`config.mk`:
```
export PLATFORM = sky130hd
export DESIGN_NAME = id_stage
export DESIGN_NICKNAME = d
export VERILOG_FILES = /design/src/rtl/id_stage_pkg.sv /design/src/rtl/id_stage_register_file.sv /design/src/rtl/id_stage.sv
export SDC_FILE = /design/constraint.sdc
export NUM_CORES = 2
export LEC_CHECK = 0
export CELL_PAD_IN_SITES_DETAIL_PLACEMENT = 2
export CELL_PAD_IN_SITES_GLOBAL_PLACEMENT = 2
export CORE_ASPECT_RATIO = 1.5
export CORE_MARGIN = 10
export CORE_UTILIZATION = 46
export CTS_BUF_LIST = sky130_fd_sc_hd__clkbuf_8
export DETAILED_ROUTE_END_ITERATION = 10
export MAX_ROUTING_LAYER = met4
export PLACE_DENSITY = 0.89
export SETUP_SLACK_MARGIN = 0.02
export SLEW_MARGIN = 25
export SYNTH_ARGS = -nofsm -noshare
export SYNTH_HDL_FRONTEND = slang
export SYNTH_HIERARCHICAL = 1
export SYNTH_SLANG_ARGS = --single-unit
```
`constraint.sdc`:
```
create_clock -name i_clk -period 44 [get_ports i_clk]
set_clock_uncertainty 0.1 [all_clocks]
set_input_delay 4.4 -clock i_clk [delete_from_list [all_inputs] [get_ports i_clk]]
set_output_delay 4.4 -clock i_clk [all_outputs]
set_load 0.02 [all_outputs]
```
`src/rtl/id_stage_pkg.sv`:
```
// ----------------------------------------------------------------------------
// id_stage_pkg
// Shared definitions for the instruction-decode stage:
//   - RV32I opcode values
//   - control-word bit offsets and the per-class control words
//   - pipeline-mode codes
//   - halt FSM state encoding
//   - helper: does an opcode read rs2
// ----------------------------------------------------------------------------
package id_stage_pkg;

    // RV32I major opcodes
    localparam logic [6:0] OP_RTYPE  = 7'b0110011;
    localparam logic [6:0] OP_IMM    = 7'b0010011;
    localparam logic [6:0] OP_LOAD   = 7'b0000011;
    localparam logic [6:0] OP_STORE  = 7'b0100011;
    localparam logic [6:0] OP_BRANCH = 7'b1100011;
    localparam logic [6:0] OP_JAL    = 7'b1101111;
    localparam logic [6:0] OP_JALR   = 7'b1100111;
    localparam logic [6:0] OP_LUI    = 7'b0110111;
    localparam logic [6:0] OP_AUIPC  = 7'b0010111;

    // Control-word layout
    localparam int NB_CTRL       = 9;
    localparam int CB_ALUSRC     = 8;
    localparam int CB_ALUOP_LSB  = 6;  // ALUOp occupies [7:6]
    localparam int CB_BRANCH     = 5;
    localparam int CB_MEMREAD    = 4;
    localparam int CB_MEMWRITE   = 3;
    localparam int CB_REGWRITE   = 2;
    localparam int CB_MEMTOREG   = 1;
    localparam int CB_JUMP       = 0;

    localparam logic [1:0] ALUOP_ADD    = 2'b00;
    localparam logic [1:0] ALUOP_BRANCH = 2'b01;
    localparam logic [1:0] ALUOP_FUNCT  = 2'b10;

    localparam logic [NB_CTRL-1:0] CTRL_NOP = '0;
    localparam logic [NB_CTRL-1:0] CTRL_R =
        (NB_CTRL'(ALUOP_FUNCT) << CB_ALUOP_LSB) | (NB_CTRL'(1) << CB_REGWRITE);
    localparam logic [NB_CTRL-1:0] CTRL_IALU =
        (NB_CTRL'(1) << CB_ALUSRC) | (NB_CTRL'(ALUOP_FUNCT) << CB_ALUOP_LSB) |
        (NB_CTRL'(1) << CB_REGWRITE);
    localparam logic [NB_CTRL-1:0] CTRL_LOAD =
        (NB_CTRL'(1) << CB_ALUSRC) | (NB_CTRL'(ALUOP_ADD) << CB_ALUOP_LSB) |
        (NB_CTRL'(1) << CB_MEMREAD) | (NB_CTRL'(1) << CB_REGWRITE) |
        (NB_CTRL'(1) << CB_MEMTOREG);
    localparam logic [NB_CTRL-1:0] CTRL_STORE =
        (NB_CTRL'(1) << CB_ALUSRC) | (NB_CTRL'(1) << CB_MEMWRITE);
    localparam logic [NB_CTRL-1:0] CTRL_BRANCH =
        (NB_CTRL'(ALUOP_BRANCH) << CB_ALUOP_LSB) | (NB_CTRL'(1) << CB_BRANCH);
    localparam logic [NB_CTRL-1:0] CTRL_JUMP =
        (NB_CTRL'(1) << CB_ALUSRC) | (NB_CTRL'(1) << CB_REGWRITE) |
        (NB_CTRL'(1) << CB_JUMP);
    localparam logic [NB_CTRL-1:0] CTRL_UPPER =
        (NB_CTRL'(1) << CB_ALUSRC) | (NB_CTRL'(1) << CB_REGWRITE);

    // Pipeline modes; any other code leaves the stage idle
    localparam logic [1:0] CONT_MODE = 2'b01;
    localparam logic [1:0] STEP_MODE = 2'b11;

    // Halt FSM
    typedef enum logic [1:0] {
        ST_RUN    = 2'd0,
        ST_DRAIN  = 2'd1,
        ST_HALTED = 2'd2
    } halt_state_t;

    // R, S and B formats are the only ones whose rs2 field is a real operand
    function automatic logic uses_rs2(input logic [6:0] opcode);
        return (opcode == OP_RTYPE) || (opcode == OP_STORE) || (opcode == OP_BRANCH);
    endfunction

endpackage

```
`src/rtl/id_stage_register_file.sv`:
```
// ----------------------------------------------------------------------------
// register_file
// 32 x NB_DATA architectural register file for the decode stage.
//   - x0 is hard-wired to zero on every read port
//   - two combinational read ports with write-through bypass from write-back
//   - synchronous write gated by i_advance, async active-high clear
//   - optional debug read port (no bypass) when ID_STAGE_DBG_PORT_EN is defined
//
// Ports:
//   i_clk, i_reset         clock, asynchronous active-high reset
//   i_advance              pipeline may update state this cycle
//   i_rs1, i_rs2           read addresses
//   i_wb_reg_write/rd/data write-back port
//   o_rs1_data/o_rs2_data  read data
//   i_dbg_reg_addr         debug read address      (ID_STAGE_DBG_PORT_EN only)
//   o_dbg_reg_data         debug read data         (ID_STAGE_DBG_PORT_EN only)
// ----------------------------------------------------------------------------
module register_file #(
    parameter int NB_DATA = 32,
    parameter int NB_ADDR = 5
) (
    input  logic               i_clk,
    input  logic               i_reset,
    input  logic               i_advance,
    input  logic [NB_ADDR-1:0] i_rs1,
    input  logic [NB_ADDR-1:0] i_rs2,
    input  logic               i_wb_reg_write,
    input  logic [NB_ADDR-1:0] i_wb_rd,
    input  logic [NB_DATA-1:0] i_wb_data,
    output logic [NB_DATA-1:0] o_rs1_data,
    output logic [NB_DATA-1:0] o_rs2_data
`ifdef ID_STAGE_DBG_PORT_EN
    ,
    input  logic [NB_ADDR-1:0] i_dbg_reg_addr,
    output logic [NB_DATA-1:0] o_dbg_reg_data
`endif
);

    localparam int NUM_REGS = 1 << NB_ADDR;

    logic [NB_DATA-1:0] regs [NUM_REGS];

    always_ff @(posedge i_clk or posedge i_reset) begin
        if (i_reset) begin
            for (int i = 0; i < NUM_REGS; i++) begin
                regs[i] <= '0;
            end
        end else if (i_advance && i_wb_reg_write && (i_wb_rd != '0)) begin
            regs[i_wb_rd] <= i_wb_data;
        end
    end

    // Bypass lets an instruction consume a result being written back in the
    // same cycle without waiting for the array update.
    always_comb begin
        o_rs1_data = regs[i_rs1];
        if (i_rs1 == '0) begin
            o_rs1_data = '0;
        end else if (i_wb_reg_write && (i_wb_rd == i_rs1)) begin
            o_rs1_data = i_wb_data;
        end
    end

    always_comb begin
        o_rs2_data = regs[i_rs2];
        if (i_rs2 == '0) begin
            o_rs2_data = '0;
        end else if (i_wb_reg_write && (i_wb_rd == i_rs2)) begin
            o_rs2_data = i_wb_data;
        end
    end

`ifdef ID_STAGE_DBG_PORT_EN
    // Debug view reflects committed state only
    always_comb begin
        o_dbg_reg_data = regs[i_dbg_reg_addr];
        if (i_dbg_reg_addr == '0) begin
            o_dbg_reg_data = '0;
        end
    end
`endif

endmodule

```
`src/rtl/id_stage.sv`:
```
// ----------------------------------------------------------------------------
// id_stage
// RV32I instruction-decode stage feeding the ID/EX pipeline register.
//   - register file (sub-module register_file) with write-back bypass
//   - 9-bit control word and 64-bit sign-extended immediate decode
//   - load-use hazard detection with bubble insertion
//   - end-of-program drain/halt FSM honouring continuous/stepwise modes
// Optional macro: ID_STAGE_DBG_PORT_EN adds a debug register read port.
//
// Ports:
//   i_clk, i_reset               clock, asynchronous active-high reset
//   i_instruction, i_PC          instruction and its PC from IF/ID
//   i_EOF_flag                   end-of-program marker from IF/ID
//   i_pipeline_mode              01 continuous, 11 stepwise, others idle
//   i_execute_instruct           step strobe (stepwise mode)
//   i_wb_reg_write/rd/data       write-back port
//   i_ex_mem_read, i_ex_rd       instruction currently in EX
//   o_control_bits               [8]ALUSrc [7:6]ALUOp [5]Branch [4]MemRead
//                                [3]MemWrite [2]RegWrite [1]MemtoReg [0]Jump
//   o_PC                         pass-through of i_PC
//   o_read_data1/2               rs1/rs2 values
//   o_imm_gen                    sign-extended immediate
//   o_instruct_30_14_12          {instr[30], instr[14:12]}
//   o_instruct_11_7              rd field
//   o_EOF_flag                   EOF forwarded, 0 while stalled
//   o_stall                      freeze PC and IF/ID
//   o_halted                     pipeline drained after EOF
//   i_dbg_reg_addr/o_dbg_reg_data debug read (ID_STAGE_DBG_PORT_EN only)
// ----------------------------------------------------------------------------
module id_stage
    import id_stage_pkg::*;
#(
    parameter int NB_INSTRUCT  = 32,
    parameter int NB_PC        = 6,
    parameter int NB_REG_ADDR  = 5,
    parameter int DRAIN_CYCLES = 4
) (
    input  logic                   i_clk,
    input  logic                   i_reset,
    input  logic [NB_INSTRUCT-1:0] i_instruction,
    input  logic [NB_PC-1:0]       i_PC,
    input  logic                   i_EOF_flag,
    input  logic [1:0]             i_pipeline_mode,
    input  logic                   i_execute_instruct,
    input  logic                   i_wb_reg_write,
    input  logic [NB_REG_ADDR-1:0] i_wb_rd,
    input  logic [NB_INSTRUCT-1:0] i_wb_data,
    input  logic                   i_ex_mem_read,
    input  logic [NB_REG_ADDR-1:0] i_ex_rd,
    output logic [8:0]             o_control_bits,
    output logic [NB_PC-1:0]       o_PC,
    output logic [NB_INSTRUCT-1:0] o_read_data1,
    output logic [NB_INSTRUCT-1:0] o_read_data2,
    output logic [63:0]            o_imm_gen,
    output logic [3:0]             o_instruct_30_14_12,
    output logic [4:0]             o_instruct_11_7,
    output logic                   o_EOF_flag,
    output logic                   o_stall,
    output logic                   o_halted
`ifdef ID_STAGE_DBG_PORT_EN
    ,
    input  logic [NB_REG_ADDR-1:0] i_dbg_reg_addr,
    output logic [NB_INSTRUCT-1:0] o_dbg_reg_data
`endif
);

    localparam int CNT_W = (DRAIN_CYCLES > 1) ? $clog2(DRAIN_CYCLES) : 1;

    logic [6:0]             opcode;
    logic [NB_REG_ADDR-1:0] rs1;
    logic [NB_REG_ADDR-1:0] rs2;
    logic                   advance;
    logic                   hazard;
    logic                   halted;
    logic [NB_CTRL-1:0]     ctrl_dec;

    halt_state_t            state, state_nxt;
    logic [CNT_W-1:0]       cnt, cnt_nxt;

    assign opcode = i_instruction[6:0];
    assign rs1    = i_instruction[19:15];
    assign rs2    = i_instruction[24:20];

    // Stepwise mode advances only on the step strobe; idle codes freeze state
    assign advance = (i_pipeline_mode == CONT_MODE) ||
                     ((i_pipeline_mode == STEP_MODE) && i_execute_instruct);

    register_file #(
        .NB_DATA (NB_INSTRUCT),
        .NB_ADDR (NB_REG_ADDR)
    ) u_register_file (
        .i_clk          (i_clk),
        .i_reset        (i_reset),
        .i_advance      (advance),
        .i_rs1          (rs1),
        .i_rs2          (rs2),
        .i_wb_reg_write (i_wb_reg_write),
        .i_wb_rd        (i_wb_rd),
        .i_wb_data      (i_wb_data),
        .o_rs1_data     (o_read_data1),
        .o_rs2_data     (o_read_data2)
`ifdef ID_STAGE_DBG_PORT_EN
        ,
        .i_dbg_reg_addr (i_dbg_reg_addr),
        .o_dbg_reg_data (o_dbg_reg_data)
`endif
    );

    // Immediate generation: each format assembled into a signed field of its
    // natural width, then sign-extended by the size cast.
    logic signed [11:0] imm_i;
    logic signed [11:0] imm_s;
    logic signed [12:0] imm_b;
    logic signed [31:0] imm_u;
    logic signed [20:0] imm_j;
    logic signed [63:0] imm_ext;

    assign imm_i = $signed(i_instruction[31:20]);
    assign imm_s = $signed({i_instruction[31:25], i_instruction[11:7]});
    assign imm_b = $signed({i_instruction[31], i_instruction[7],
                            i_instruction[30:25], i_instruction[11:8], 1'b0});
    assign imm_u = $signed({i_instruction[31:12], 12'b0});
    assign imm_j = $signed({i_instruction[31], i_instruction[19:12],
                            i_instruction[20], i_instruction[30:21], 1'b0});

    always_comb begin
        imm_ext = '0;
        case (opcode)
            OP_LOAD, OP_IMM, OP_JALR: imm_ext = 64'(imm_i);
            OP_STORE:                 imm_ext = 64'(imm_s);
            OP_BRANCH:                imm_ext = 64'(imm_b);
            OP_LUI, OP_AUIPC:         imm_ext = 64'(imm_u);
            OP_JAL:                   imm_ext = 64'(imm_j);
            default:                  imm_ext = '0;
        endcase
    end

    assign o_imm_gen = imm_ext;

    always_comb begin
        ctrl_dec = CTRL_NOP;
        case (opcode)
            OP_RTYPE:         ctrl_dec = CTRL_R;
            OP_IMM:           ctrl_dec = CTRL_IALU;
            OP_LOAD:          ctrl_dec = CTRL_LOAD;
            OP_STORE:         ctrl_dec = CTRL_STORE;
            OP_BRANCH:        ctrl_dec = CTRL_BRANCH;
            OP_JAL, OP_JALR:  ctrl_dec = CTRL_JUMP;
            OP_LUI, OP_AUIPC: ctrl_dec = CTRL_UPPER;
            default:          ctrl_dec = CTRL_NOP;
        endcase
    end

    // Load-use: the loaded value is not available until after MEM, so a
    // dependent instruction must wait one cycle. rs1 is compared for every
    // opcode; rs2 only where the format actually reads it.
    assign hazard = i_ex_mem_read && (i_ex_rd != '0) &&
                    ((i_ex_rd == rs1) || ((i_ex_rd == rs2) && uses_rs2(opcode)));

    assign halted   = (state == ST_HALTED);
    assign o_halted = halted;
    assign o_stall  = hazard || halted;

    // A bubble suppresses all side effects, including the EOF marker, so the
    // marker is re-presented once the stalled instruction is accepted.
    assign o_control_bits = o_stall ? CTRL_NOP : ctrl_dec;
    assign o_EOF_flag     = i_EOF_flag && !o_stall;

    assign o_PC                = i_PC;
    assign o_instruct_30_14_12 = {i_instruction[30], i_instruction[14:12]};
    assign o_instruct_11_7     = i_instruction[11:7];

    always_ff @(posedge i_clk or posedge i_reset) begin
        if (i_reset) begin
            state <= ST_RUN;
            cnt   <= '0;
        end else if (advance) begin
            state <= state_nxt;
            cnt   <= cnt_nxt;
        end
    end

    // Counter loads DRAIN_CYCLES-1 on entry and HALTED is reached on the
    // advance after it hits zero: DRAIN_CYCLES advances after EOF is taken.
    always_comb begin
        state_nxt = state;
        cnt_nxt   = cnt;
        case (state)
            ST_RUN: begin
                if (i_EOF_flag && !hazard) begin
                    state_nxt = ST_DRAIN;
                    cnt_nxt   = CNT_W'(DRAIN_CYCLES - 1);
                end
            end
            ST_DRAIN: begin
                if (cnt == '0) begin
                    state_nxt = ST_HALTED;
                end else begin
                    cnt_nxt = cnt - CNT_W'(1);
                end
            end
            ST_HALTED: begin
                state_nxt = ST_HALTED;
            end
            default: begin
                state_nxt = ST_RUN;
                cnt_nxt   = '0;
            end
        endcase
    end

endmodule

```
==> results.md <==
* Outcome: finished, final reports clean
* Clk root buf: clkbuf_8
* Overall Global Routing Usage at 38.97%
* Initial Util at 46.31%
* Nets at 4074
* Least-Margin Pin Slew at 1.374 ns
* CTS tree: yes
* Worst Hold Launch: u_register_file/regs[1004]
* Setup Buffers After CTS at 0
* Post-synthesis sequential area ratio at 45.54%
* DIE HEIGHT at 449.2 um
* Hold_buf cts at 0
* Slowest-stage cell, CP: buf_4
* First-pass detailed-route iteration total at 6
* Max clock buf depth at 3
* Post-route setup slack at 29.47 ns
* I/O Buffers at 230
* Die width at 306.1 um
* Crit end category: output port
* Cells along the critical path: buf_8 -> buf_12 -> buf_4 -> buf_4 -> mux4_2 -> mux2i_1 -> a2111oi_0 -> nor3_1 -> nor2_1 -> clkdlybuf4s50_1
* DP Wirelength at 139300 um
* IO Count at 243
* Worst skew pair latency at 0.95 ns
* Worst hold slack at 0.3109 ns
* Worst min path class: reg2reg
* Reg2Reg Depth at 7
* Primary FF master, synth: dfrtp_1
* Max Cap Violations at 0
* Number of flops mapped to enable cells by yosys at 0
* Distinct cell type count after synthesis at 76
* Worst vdd ir at 0.03458 mV
* Vias in the first global route at 48394
* Commonest non-fill, non-tap cell in the layout: mux2_2
* Worst Path Arrival at 10.03 ns
* Synth Instances at 3957
* Clock Sinks at 1028
* Final Hold Fails at 0
* Unrepaired setup endpoints after global routing: false
* First-pass GRT wire length at 378700 um
* Non-filler cells, final at 5753
* Post-route cell area at 62910 um2
* Worst slew margin at 8.193%
* Clock transition at path regs at 0.06 ns
* Pleak at 28.27 nW
* Synth warn at 6
* Max Clock Freq at 0.06882 GHz
* Routed vias at 46904
* Pre-CTS setup slack at 29.88 ns
* Num CTS Buffers at 161
* Dpl cells at 5408
* Worst Path Required at 39.50 ns
* Area Growth Syn to Fin at 11.37%
* Die footprint at 137500 um2
* FP Rows at 157
* Synthesized net count at 4049
* Layout cells sized above 1 at 46.66%
* Core area at 122000 um2
* Routed WL at 304600 um
* Syn_area_per_cell at 14.28 um2
* Worst hold path endpoint: u_register_file/regs[1004]
* # DRC at 0
* Min Clock Period, post-route at 14.53 ns
* Antenna viol nets, final at 0
* Largest net degree at the start of global routing at 170
* Critical path type: in2out
* Reg2reg setup slack at 41.95 ns
* DR iter-0 viols at 7211
* Dpl cell area at 59340 um2
* Mapped cell area at 56490 um2
* RePlAce Congestion at 0.8221
* Finish-stage setup viols at 0
* Most frequent CP cell: buf_4
* Antenna violations before repair at 18
* Max FO, Critical Path at 99
* Reg2reg end: cnt[0]
* Worst reg2reg startpoint: state[0]
* TNS Setup at 0 ns
* Most frequent cells in the layout: 1035 x mux2_2, 1028 x dfrtp_1, 430 x mux4_2
* Seq cells post-synth at 1028
* Startpoint Class: primary input
* Slew Limit Fails at 0
* Routed len/inst at 52.94 um
* CTS resizes at 0
* Pwr per Cell Area at 42.46 nW/um2
* Ys async rst share at 100.0%
* Worst Hold Depth at 0
* H-Tree Depth at 4
* Via density at 8.153
* GRT Residual Overflow at 0
* Worst path max stage delay at 0.82 ns
* Fin crit share at 33.02%
## metal layers
| metal | vias up | GRT usage [%] | wire length [um] |
|---|---|---|---|
| met2 | 5276 | 58.59 | 132000 |
| met5 | - | - | 0 |
| li1 | 15291 | - | - |
| met1 | 24017 | 43.30 | 98610 |
| met3 | 2320 | 9.959 | 38650 |
| met4 | 0 | 32.55 | 35290 |
## cells by family (layout without fill, tap and decap cells)
group           after synthesis  in the layout  synth area share (%)
compound gates              448            448                 5.617
flops                      1028           1028                 45.54
simple gates                364            364                 3.380
xor+xnor                     20             20                0.3101
fa+ha+maj                     4              4               0.08860
buf+inv                     499            642                 4.678
mux                        1594           1594                 40.39
other cells                   0             63                     0
## where the power goes
part / internal [W] / switching (W)
logic: 0.000230 / 0.000296
registers: 0.00105 / 0.000141
clock network: 0.000468 / 0.000488
## sequential cells by signal, summed over array words and instances (netlist names)
signal / cells
state: 2
u_register_file/regs: 1024
cnt: 2
## area by class of cell
cell class	instances	area, um2
antenna	63	157.7
clock buffer	211	2904
clock inverter	70	479.2
fill	10857	59080
inverter	12	52.55
multi-input combinational	2430	28350
sequential	1028	25720
tap	1590	1989
timing repair buffer	349	3251
## critical path, delay by kind of cell
kind / cells / cell delay [ns]
simple gates: 2 / 0.46
compound gates: 1 / 0.28
buf+inv: 5 / 3.07
mux: 2 / 1.13
## through the flow
stage / total power [W] / utilization, %
2_1_floorplan: 0.001434 / -
3_3_place_gp: 0.001549 / 48.65
3_5_place_dp: 0.001611 / 48.64
4_1_cts: 0.002553 / 51.41
5_1_grt: 0.002707 / 51.55
6_report: 0.002671 / 51.57
## Yosys cell counts, drive strengths merged (26+ instances only)
| cell | n | area [um2] |
|---|---|---|
| a22oi | 142 | 1066 |
| a21oi | 50 | 254.0 |
| clkbuf | 192 | 720.7 |
| o21ai | 61 | 316.6 |
| nand2 | 106 | 397.9 |
| o22ai | 54 | 337.8 |
| nor3 | 37 | 215.2 |
| mux2 | 1039 | 11700 |
| mux4 | 441 | 9973 |
| mux2i | 114 | 1141 |
| nor4 | 26 | 196.4 |
| dfrtp | 1028 | 25720 |
| nor2 | 76 | 290.3 |
| buf | 295 | 1877 |
## worst max-delay path by stage
| stage | from | endpoint | slack, ns | cells past startpoint |
|---|---|---|---|---|
| CTS | i_instruction[20] | o_read_data2[31] | 29.86 | 10 |
| global route | i_instruction[20] | o_read_data2[31] | 29.38 | 10 |
| detailed placement | i_instruction[20] | o_read_data2[31] | 29.88 | 10 |
| floorplan | i_reset | u_register_file/regs[0] | 10.68 | 1 |
| finish | i_instruction[20] | o_read_data2[31] | 29.47 | 10 |
| global placement | i_instruction[20] | o_read_data2[31] | 30.08 | 10 |
(Power assumes the default switching activity.)
